File: config.mk
export PLATFORM = sky130hd
export DESIGN_NAME = sensor_crossbar_n
export DESIGN_NICKNAME = d
export VERILOG_FILES = /design/src/rtl/sensor_crossbar_n.sv
export SDC_FILE = /design/constraint.sdc
export NUM_CORES = 1
export LEC_CHECK = 0
export ABC_CLOCK_PERIOD_IN_PS = 1800
export BUFFER_PORTS_ARGS = -buffer_cell sky130_fd_sc_hd__buf_2
export CAP_MARGIN = 20
export CORE_MARGIN = 4
export CORE_UTILIZATION = 38
export CTS_CLUSTER_SIZE = 25
export DETAILED_ROUTE_END_ITERATION = 7
export PLACE_DENSITY = 0.72
export SYNTH_ARGS = -nofsm -noshare
export SYNTH_HDL_FRONTEND = slang
export SYNTH_SLANG_ARGS = --single-unit
File: constraint.sdc
create_clock -name clk -period 1.8 [get_ports clk]
set_clock_uncertainty 0.05 [all_clocks]
set_input_delay 0.54 -clock clk [delete_from_list [all_inputs] [get_ports clk]]
set_output_delay 0.54 -clock clk [all_outputs]
set_load 0.02 [all_outputs]
File: src/rtl/sensor_crossbar_n.sv
// sensor_crossbar_n: decodes a UART command byte, triggers the addressed sensor channel and
// streams its word back MSB byte first. Define SENSOR_XBAR_CHKSUM_EN for a trailing XOR byte.
module sensor_crossbar_n #(
  parameter int                N_CH        = 2,
  parameter int                DATA_W      = 16,
  parameter logic [N_CH*8-1:0] CMD_CODES   = {8'h44, 8'h54},
  parameter int                TIMEOUT_CYC = 1_000_000,
  parameter logic [7:0]        ERR_BYTE    = 8'hEE
) (
  input  logic                   clk,
  input  logic                   rst,
  input  logic [7:0]             uart_rx,
  input  logic                   uart_rx_valid,
  output logic [7:0]             uart_tx,
  output logic                   uart_tx_valid,
  input  logic                   uart_ready,
  output logic [N_CH-1:0]        sens_start,
  input  logic [N_CH*DATA_W-1:0] sens_data,
  input  logic [N_CH-1:0]        sens_avail,
  output logic                   busy,
  output logic [7:0]             drop_cnt
);

  localparam int NB    = DATA_W / 8;
  localparam int CH_W  = (N_CH > 1) ? $clog2(N_CH) : 1;
  localparam int CNT_W = $clog2(TIMEOUT_CYC);
  localparam int IDX_W = $clog2(NB + 1);
`ifdef SENSOR_XBAR_CHKSUM_EN
  localparam int LAST_IDX = NB;
`else
  localparam int LAST_IDX = NB - 1;
`endif
  localparam logic [CNT_W-1:0] CNT_LAST = CNT_W'(TIMEOUT_CYC - 1);

  typedef enum logic [2:0] {S_IDLE, S_START, S_WAIT, S_SEND, S_ERR} state_t;

  state_t            r_state;
  state_t            w_next;
  logic [CH_W-1:0]   r_ch;
  logic [CNT_W-1:0]  r_cnt;
  logic [DATA_W-1:0] r_shift;
  logic [IDX_W-1:0]  r_idx;
  logic [7:0]        r_drop;
  logic              w_hit;
  logic [CH_W-1:0]   w_hit_ch;
  logic              w_avail;
  logic [DATA_W-1:0] w_sel_data;
  logic              w_accept;
  logic              w_timeout;
  logic              w_last;
  logic [7:0]        w_send_byte;

`ifdef SENSOR_XBAR_CHKSUM_EN
  logic [7:0] r_chk;

  function automatic logic [7:0] f_xor_bytes(input logic [DATA_W-1:0] d);
    logic [7:0] acc;
    acc = '0;
    for (int b = 0; b < NB; b++) acc ^= d[8*b +: 8];
    return acc;
  endfunction

  assign w_send_byte = (r_idx == IDX_W'(NB)) ? r_chk : r_shift[DATA_W-1 -: 8];
`else
  assign w_send_byte = r_shift[DATA_W-1 -: 8];
`endif

  // Iterate downwards so the lowest matching channel index has the final say.
  always_comb begin
    w_hit    = 1'b0;
    w_hit_ch = '0;
    for (int i = N_CH - 1; i >= 0; i--) begin
      if (uart_rx == CMD_CODES[8*i +: 8]) begin
        w_hit    = 1'b1;
        w_hit_ch = CH_W'(i);
      end
    end
  end

  assign w_avail    = sens_avail[r_ch];
  assign w_sel_data = sens_data[DATA_W*r_ch +: DATA_W];
  assign w_accept   = uart_ready && (r_state == S_SEND || r_state == S_ERR);
  assign w_timeout  = (r_cnt == CNT_LAST);
  assign w_last     = (r_idx == IDX_W'(LAST_IDX));
  assign busy       = (r_state != S_IDLE);
  assign drop_cnt   = r_drop;

  always_ff @(posedge clk) begin
    if (!rst) r_state <= S_IDLE;
    else      r_state <= w_next;
  end

  // Data wins over timeout when both occur in the same WAIT cycle.
  always_comb begin
    w_next = r_state;
    case (r_state)
      S_IDLE:  if (uart_rx_valid && w_hit) w_next = S_START;
      S_START: w_next = S_WAIT;
      S_WAIT:  if (w_avail) w_next = S_SEND;
               else if (w_timeout) w_next = S_ERR;
      S_SEND:  if (w_accept && w_last) w_next = S_IDLE;
      S_ERR:   if (w_accept) w_next = S_IDLE;
      default: w_next = S_IDLE;
    endcase
  end

  always_comb begin
    sens_start    = '0;
    uart_tx_valid = 1'b0;
    uart_tx       = '0;
    case (r_state)
      S_START: sens_start[r_ch] = 1'b1;
      S_SEND: begin
        uart_tx_valid = 1'b1;
        uart_tx       = w_send_byte;
      end
      S_ERR: begin
        uart_tx_valid = 1'b1;
        uart_tx       = ERR_BYTE;
      end
      default: ;
    endcase
  end

  always_ff @(posedge clk) begin
    if (!rst) begin
      r_ch    <= '0;
      r_cnt   <= '0;
      r_shift <= '0;
      r_idx   <= '0;
      r_drop  <= '0;
`ifdef SENSOR_XBAR_CHKSUM_EN
      r_chk   <= '0;
`endif
    end else begin
      if (uart_rx_valid && (r_state != S_IDLE || !w_hit) && r_drop != 8'hFF)
        r_drop <= r_drop + 8'd1;
      case (r_state)
        S_IDLE:  if (uart_rx_valid && w_hit) r_ch <= w_hit_ch;
        S_START: r_cnt <= '0;
        S_WAIT: begin
          if (w_avail) begin
            r_shift <= w_sel_data;
            r_idx   <= '0;
`ifdef SENSOR_XBAR_CHKSUM_EN
            r_chk   <= f_xor_bytes(w_sel_data);
`endif
          end else if (!w_timeout) begin
            r_cnt <= r_cnt + CNT_W'(1);
          end
        end
        S_SEND: begin
          if (w_accept) begin
            r_idx   <= r_idx + IDX_W'(1);
            r_shift <= r_shift << 8;
          end
        end
        default: ;
      endcase
    end
  end

endmodule
---- Word-level counts from Yosys, hierarchy flattened ----
Cells that the tools add are included.
cells by class
  add/subtract/negate cells ............... 3
  $mul .................................... 0
  divide/modulo/power cells ............... 0
  order comparisons ....................... 2
  equal/unequal tests ..................... 17
  shift operators ......................... 1
  multiplexer cells ....................... 25
  bitwise gates (word level) .............. 0
  reductions and logical operators ........ 18
operator list
  operator                                       number
  two-way mux 20 bit                             2
  case mux 20 bit (2 select lines)               1
  two-way mux 16 bit                             2
  case mux 16 bit (2 select lines)               1
  variable part select 32 x 6 -> 16 bit          1
  adder 20 x 1 -> 20 bit, second input constant  1
  == test 20 bit, second input constant          1
  == test 8 x 7 -> 1 bit, second input constant  2
  case mux 8 bit (2 select lines)                1
  two-way mux 3 bit                              5
  case mux 3 bit (5 select lines)                1
  inequality test 2 bit, second input constant   6
  adder 8 x 1 -> 8 bit, second input constant    1
  inequality test 8 bit, second input constant   1
  two-way mux 1 bit                              7
  == test 3 x 2 -> 1 bit, second input constant  2
  logical AND 1 bit                              6
  two-way mux 2 bit                              3
  AND reduction 3 bit                            2
  case mux 2 bit (2 select lines)                1
  AND reduction 4 bit                            1
  nonzero test 2 bit                             2
  == test 3 x 1 -> 1 bit, second input constant  1
  == test 3 bit, second input constant           1
  other kinds (13)                               14
word-level totals
  register bits ........................... 50
  bits in latches ......................... 0
  memory bits (writable) .................. 0
  memory bits (read-only) ................. 0
  input port bits ......................... 46
  word-level logic and storage cells ...... 72
  memories kept ........................... 0

---- Logic depth before layout (Yosys ltp) ----
Gate-level depths: netlist of run 1.
  depth after elaboration ................. 7
  gate-level depth with buffers ........... 7

---- Least setup slack after synthesis of run 1 ----
Ideal clock, no wire load.
  kind .................................... flip-flop to output port
  start point ............................. register r_state[1]
  end point ............................... output uart_tx[1]
  data arrival time ....................... 1.386 ns
  path slack .............................. -0.176 ns
  cell stages (with the launch flop) ...... 7
  path buffers ............................ 2
  cell sequence ........................... dfxtp_1 -> nor2b_1 -> and2_1 -> clkbuf_1 -> buf_2 -> nand2_1 -> nand2_1
between the ends
  word-level cells in the longest chain between the ends .. 2
RTL lines
  item                                                     line  source
  from (decl)                                              37    state_t r_state;
  from (signal assigned)                                   90    else r_state <= w_next;
  == test 3 bit or == test 3 x 2 -> 1 bit (tied branches)  111   case (r_state)
  case mux 8 bit (2 select lines) *                        111
  to (decl)                                                14    output logic [7:0] uart_tx,
Mark *: on every way between the ends. The rest lies on a longest branch, timed or not.

---- Worst setup path in the final report of run 1 ----
  start point ............................. register r_state[1]
  end point ............................... output uart_tx[4]
The elaborated chain is that of the path after synthesis.

==> metrics.md, run 1 <==
| Metric | Value |
|---|---|
| Outcome | `finished with violations` |
| Failing checks | `setup timing` |
| CTS tree | `built` |
| Final Cycle Share | `109%` |
| Worst rel slew slack | `72.8%` |
| Largest family of logic cells by synthesized area | `simple AND/OR/NAND/NOR gates` |
| Most common cell after layout, fill and taps aside | `buf_4` |
| Remaining Overflow, GRT | `0` |
| # rows | `31` |
| Final std cells w/o fill | `approximately 570` |
| Vias after detailed routing | `~3.1k` |
| Synth Area in Compound Gates | `21.1%` |
| Total of max-cap violations | `0` |
| Core Box Area | `slightly above 7000 um2` |
| Nature of the critical path startpoint | `flop` |
| # setup viols final | `28` |
| Final instance area | `4200 um2` |
| Port buffer count | `65` |
| RSZ-0062 raised after global routing | `true` |
| WS Path Type | `flop to output port` |
| Syn_area_per_cell | `8.07 um2` |
| # DRC | `0` |
| Fin util | `58.2%` |
| Most frequent cells in the layout | `buf_4, buf_2, dfxtp_1, a21oi_1` |
| # IOs | `66` |
| Largest net degree at the start of global routing | `37` |
| Total wire length | `8510 um` |
| DRT iter0 DRCs | `187` |
| CP endpoint kind | `output port` |
| Share of cells above drive strength 1 | `43.0%` |
| NumNets Final | `515` |
| Tightest Hold Check Type | `flop to flop` |
| Leak Pwr | `1.71 nW` |
| Critical path peak fanout | `5` |
| Worst-margin pin slew | `a little over 0.4 ns` |
| Register bit count reported by yosys | `50` |
| Via density | `5.56` |
| Adder-cell share of the synthesized area | `1.34%` |
| Worst vdd ir | `357 uV` |
| CTS Root Cell | `clkbuf_8` |
| Num Clock Sinks | `50` |
| Mux share of post-synthesis cell area | `7.17%` |
| Ys flop type | `dfxtp_1` |
| Die X-Extent | `94.0 um` |
| EDFF count, synth | `0` |
| Area Overhead vs Synth | `49.5%` |
| Initial antenna violation count | `0` |
| Synth Area in Simple Gates | `29.5%` |
| Synth cell types | `57` |
| Power after layout | `2.10 mW` |
| Post-Syn Instances | `348` |
| ANT cells | `0` |
| Slew Limit Fails | `0` |
| Inst Count DP | `between 500 and 600` |
| PwrDens | `499 nW/um2` |
| Routed wire per std cell | `between 15 and 20 um` |
| Syn. warnings | `0` |
| Req. time, crit path | `1.21 ns` |
| First-pass GRT wire length | `13300 um` |
| Area of placed instances | `3600 um2` |
| Setup_tns | `-2.03 ns` |
| Register area | `1020 um2` |
| Xor and xnor area share after synthesis | `0.624%` |
| Area occupied by multi-input gates | `1960 um2` |
| Vias in the first global route | `2906` |
| Max clock buf depth | `2` |
| CTS Hold Bufs | `0` |
| Crit path time final | `1.96 ns` |
| DP Wirelength | `roughly 5500 um` |
| Post-synth ARST share | `0%` |
| Worst path arrival time | `around 1.4 ns` |
| Final setup margin | `-0.161 ns` |
| Synthesized Nets | `397` |
| Initial Utilization | `38.9%` |
| Proportion of synthesized chip area in sequential cells | `35.7%` |
| GP Congestion | `0.846` |
| Clock slew at reported path FFs | `about 0.11 ns` |
| Die Area | `about 9000 um2` |
| Antenna Nets Post-Route | `0` |
| CTS Buf Count | `5` |
| H-tree depth | `2` |
| FILL cells | `650` |
| DR pass1 iterations | `4` |
| Hold Fails Final Rpt | `0` |
| Die Ht | `94.0 um` |
| Cell Area, Synth | `2810 um2` |
| Max frequency | `around 510 MHz` |
| Clk Latency, worst-skew pair | `0.32 ns` |
| GRT Overall Usage | `18.5%` |
[worst paths after layout]
path	startpoint	endpoint	slack [ns]	cells past startpoint
worst min register to register	r_shift[10]$_SDFFE_PN0P_	r_shift[10]$_SDFFE_PN0P_	0.41	2
worst min-delay path	r_shift[10]$_SDFFE_PN0P_	r_shift[10]$_SDFFE_PN0P_	0.41	2
worst max-delay path	r_state[1]$_SDFFE_PN0P_	uart_tx[4]	-0.16	4
worst max register to register	r_state[1]$_SDFFE_PN0P_	r_cnt[18]$_SDFFE_PN0P_	-0.10	7
[cell type report]
| type | count | share of cell area [%] |
|---|---|---|
| well taps | 99 | 2.95 |
| inverters | 7 | 0.626 |
| repair buffers | 129 | 22.8 |
| multi-input cells | 273 | 46.7 |
| clock buffers | 5 | 1.64 |
| clock inverters | 3 | 1.04 |
| flip-flops and latches | 50 | 24.2 |
[synth_stat cells, drive strengths merged (8+ instances only)]
master | instances | share of area (%)
a211o | 8 | 2.5
a21oi | 40 | 7.1
and3 | 9 | 2.0
buf | 10 | 2.1
clkbuf | 11 | 1.5
dfxtp | 50 | 36
mux2i | 19 | 6.8
nand2 | 40 | 5.4
nand3 | 11 | 2.0
nand4 | 14 | 3.1
nor2 | 34 | 5.2
nor3 | 19 | 3.7
o21ai | 9 | 1.9
[registers in the layout (all words and copies together), names as in the netlist]
register	flops
drop_cnt	8
r_ch	1
r_cnt	20
r_idx	2
r_shift	16
r_state	3
[through the flow]
stage	hold WS [ns]	worst slack (ns)
finish	0.412	-0.161
global placement	0.392	-0.125
detailed placement	0.397	-0.158
global route	0.446	-0.201
CTS	0.411	-0.124
floorplan	0.382	-0.0174
[metal layers]
layer | GRT usage (%) | share of wire, %
met1 | 24.0 | 41
met2 | 31.3 | 51
met3 | 3.69 | 6.4
met4 | 5.17 | 1.0
met5 | 0 | 0
[critical path: stages (launching register included)]
cell and delay, ns:
dfxtp_4 0.40, nor2b_4 0.18, buf_4 0.16, and3_1 0.17, buf_4 0.14
[power by group]
group	switching, mW	internal (mW)	leakage [nW]
Sequential	0.00834	1.11	0.407
Clock	0.414	0.418	0.0585
Combinational	0.0784	0.0705	1.25
Total	0.501	1.59	1.71
[kinds of logic (layout without fill, tap and decap cells)]
group           count (synthesis)  after routing
flops                          50             50
compound gates                 88             90
xor+xnor                        2              2
buf+inv                        28            144
simple gates                  157            158
mux                            20             20
fa+ha+maj                       3              3
[timing repair]
item	4_1_cts	5_1_grt
resized for setup	59	30
gates cloned	1	2
setup buffers	11	5
pin swaps	12	19
endpoints found under the setup margin	21	39
Power figures use the tool's default switching activity.
==> inputs of run 2 (changes only) <==
Settings changed: SKIP_CTS_REPAIR_TIMING from default to 1.
==> metrics.md, run 2 (same netlist as run 1, synthesis figures left out) <==
| Metric | Value |
|---|---|
| Vias after detailed routing | `approximately 3.2k` |
| Total wire length | `about 8300 um` |
| Worst-margin pin slew | `0.354 ns` |
| Max reg flops | `20` |
| CP max stage cell | `dfxtp_4` |
| DRT iter0 DRCs | `159` |
| H-tree depth | `2` |
| Max clock buf depth | `2` |
| Final setup margin | `-0.147 ns` |
| Setup WS pre-CTS | `-0.158 ns` |
| Port buffer count | `65` |
| Crit path time final | `1.95 ns` |
| Fin util | `58.4%` |
| # DRC | `0` |
| NumNets Final | `roughly 520` |
| Area of placed instances | `3600 um2` |
| Hold depth | `2` |
| PwrDens | `495 nW/um2` |
| R2r endpoint | `r_cnt[16]$_SDFFE_PN0P_` |
| Worst vdd ir | `approximately 330 uV` |
| # IOs | `66` |
| Final hold slack | `0.410 ns` |
| CP delay by family, top | `simple AND/OR/NAND/NOR gates` |
| Vias in the first global route | `approximately 2.8k` |
| GRT Overall Usage | `17.4%` |
| CTS Buf Count | `5` |
| CP bufs+invs | `1` |
| Critical-path cell list | `nor2b_4, and2_4, nand2_1, nand2_2, buf_6` |
| R2R depth | `7` |
| Clk Latency, worst-skew pair | `0.31 ns` |
| DP Wirelength | `5530 um` |
| R2R Setup Slk | `-0.09 ns` |
| Most frequent cells in the layout | `buf_4, buf_2, dfxtp_1, nand2_1, a21oi_1` |
| Leak Pwr | `1.72 nW` |
| Power after layout | `2.09 mW` |
| Max frequency | `513 MHz` |
| Clock slew at reported path FFs | `roughly 0.1 ns` |
| Largest Register | `r_cnt` |
| CTS tree | `built` |
| CTS Root Cell | `clkbuf_8` |
| Worst R2R Start | `r_state[1]$_SDFFE_PN0P_` |
| Tightest Hold Check Type | `flop to flop` |
| Die Area | `8830 um2` |
| DR pass1 iterations | `7` |
| Antenna Nets Post-Route | `0` |
| Via density | `5.57` |
| Routed wire per std cell | `14.6 um` |
| Initial Utilization | `approximately two fifths` |
| First-pass GRT wire length | `between 10000 and 15000 um` |
| GP Congestion | `0.846` |
| Nature of the critical path startpoint | `flop` |
| Area Overhead vs Synth | `50.0%` |
| RSZ-0062 raised after global routing | `true` |
| Req. time, crit path | `1.21 ns` |
| # setup viols final | `26` |
| Initial antenna violation count | `0` |
| Remaining Overflow, GRT | `0` |
| Share of cells above drive strength 1 | `43.6%` |
| Core Box Area | `7210 um2` |
| Largest net degree at the start of global routing | `37` |
| Most common cell after layout, fill and taps aside | `buf_4` |
| Total of max-cap violations | `0` |
| ANT cells | `0` |
| Num Clock Sinks | `50` |
| Final Cycle Share | `108%` |
| CP endpoint kind | `output port` |
| # rows | `31` |
| Failing checks | `setup timing` |
| Final instance area | `4210 um2` |
| Die X-Extent | `approximately 94 um` |
| Worst Hold End | `r_shift[10]$_SDFFE_PN0P_` |
| Worst rel slew slack | `76.4%` |
| Slowest stage delay, CP | `0.40 ns` |
| Launch point of the worst hold path | `r_shift[10]$_SDFFE_PN0P_` |
| Slew Limit Fails | `0` |
| Hold Fails Final Rpt | `0` |
| Outcome | `finished with violations` |
| Die Ht | `94.0 um` |
| Worst path arrival time | `between 1 and 1.5 ns` |
| Critical path peak fanout | `10` |
| WS Path Type | `flop to output port` |
run 2: worst max-delay path by stage:
stage | from | endpoint | slack (ns) | cells past startpoint
5_1_grt | r_cnt[8]$_SDFFE_PN0P_ | r_state[1]$_SDFFE_PN0P_ | -0.22 | 6
2_1_floorplan | r_state[1]$_SDFFE_PN0P_ | uart_tx[1] | -0.02 | 6
6_report | r_state[1]$_SDFFE_PN0P_ | uart_tx[7] | -0.15 | 5
4_1_cts | r_state[1]$_SDFFE_PN0P_ | uart_tx[6] | -0.30 | 6
3_5_place_dp | uart_rx[1] | drop_cnt[1]$_SDFFE_PN0P_ | -0.16 | 6
3_3_place_gp | uart_rx[1] | drop_cnt[1]$_SDFFE_PN0P_ | -0.13 | 6
run 2: cell type report:
cell class	count	area (um2)
clock inverter	3	43.8
timing repair buffer	132	983
tap	99	124
fill	657	3000
inverter	7	26.3
sequential	50	1020
multi-input combinational	271	1950
clock buffer	5	68.8
run 2: power breakdown:
group,switching (mW),leakage (nW),internal [mW]
combinational,0.0776,1.26,0.0695
sequential,0.00851,0.407,1.11
clock,0.406,0.0585,0.417
run 2: metrics by stage:
stage / instances / TNS, ns
final: 567 / -1.97
after global routing: 567 / -4.06
after CTS: 549 / -3.58
after detailed placement: 541 / -2.02
after global placement: 541 / -0.934
after floorplan: 348 / -0.0174
run 2: per-layer routing:
layer / track usage [%] / up-vias / part of all wire (%)
met5: 0 / - / 0
met4: 5.29 / 0 / 1.5
met3: 3.45 / 17 / 5.7
met2: 28.3 / 122 / 50
met1: 23.2 / 1491 / 42
li1: - / 1530 / -
run 2: tightest hold or removal path, stage by stage, from the launching register on:
cell and delay [ns]:
dfxtp_1 0.32, nand2_1 0.05, a21oi_1 0.05
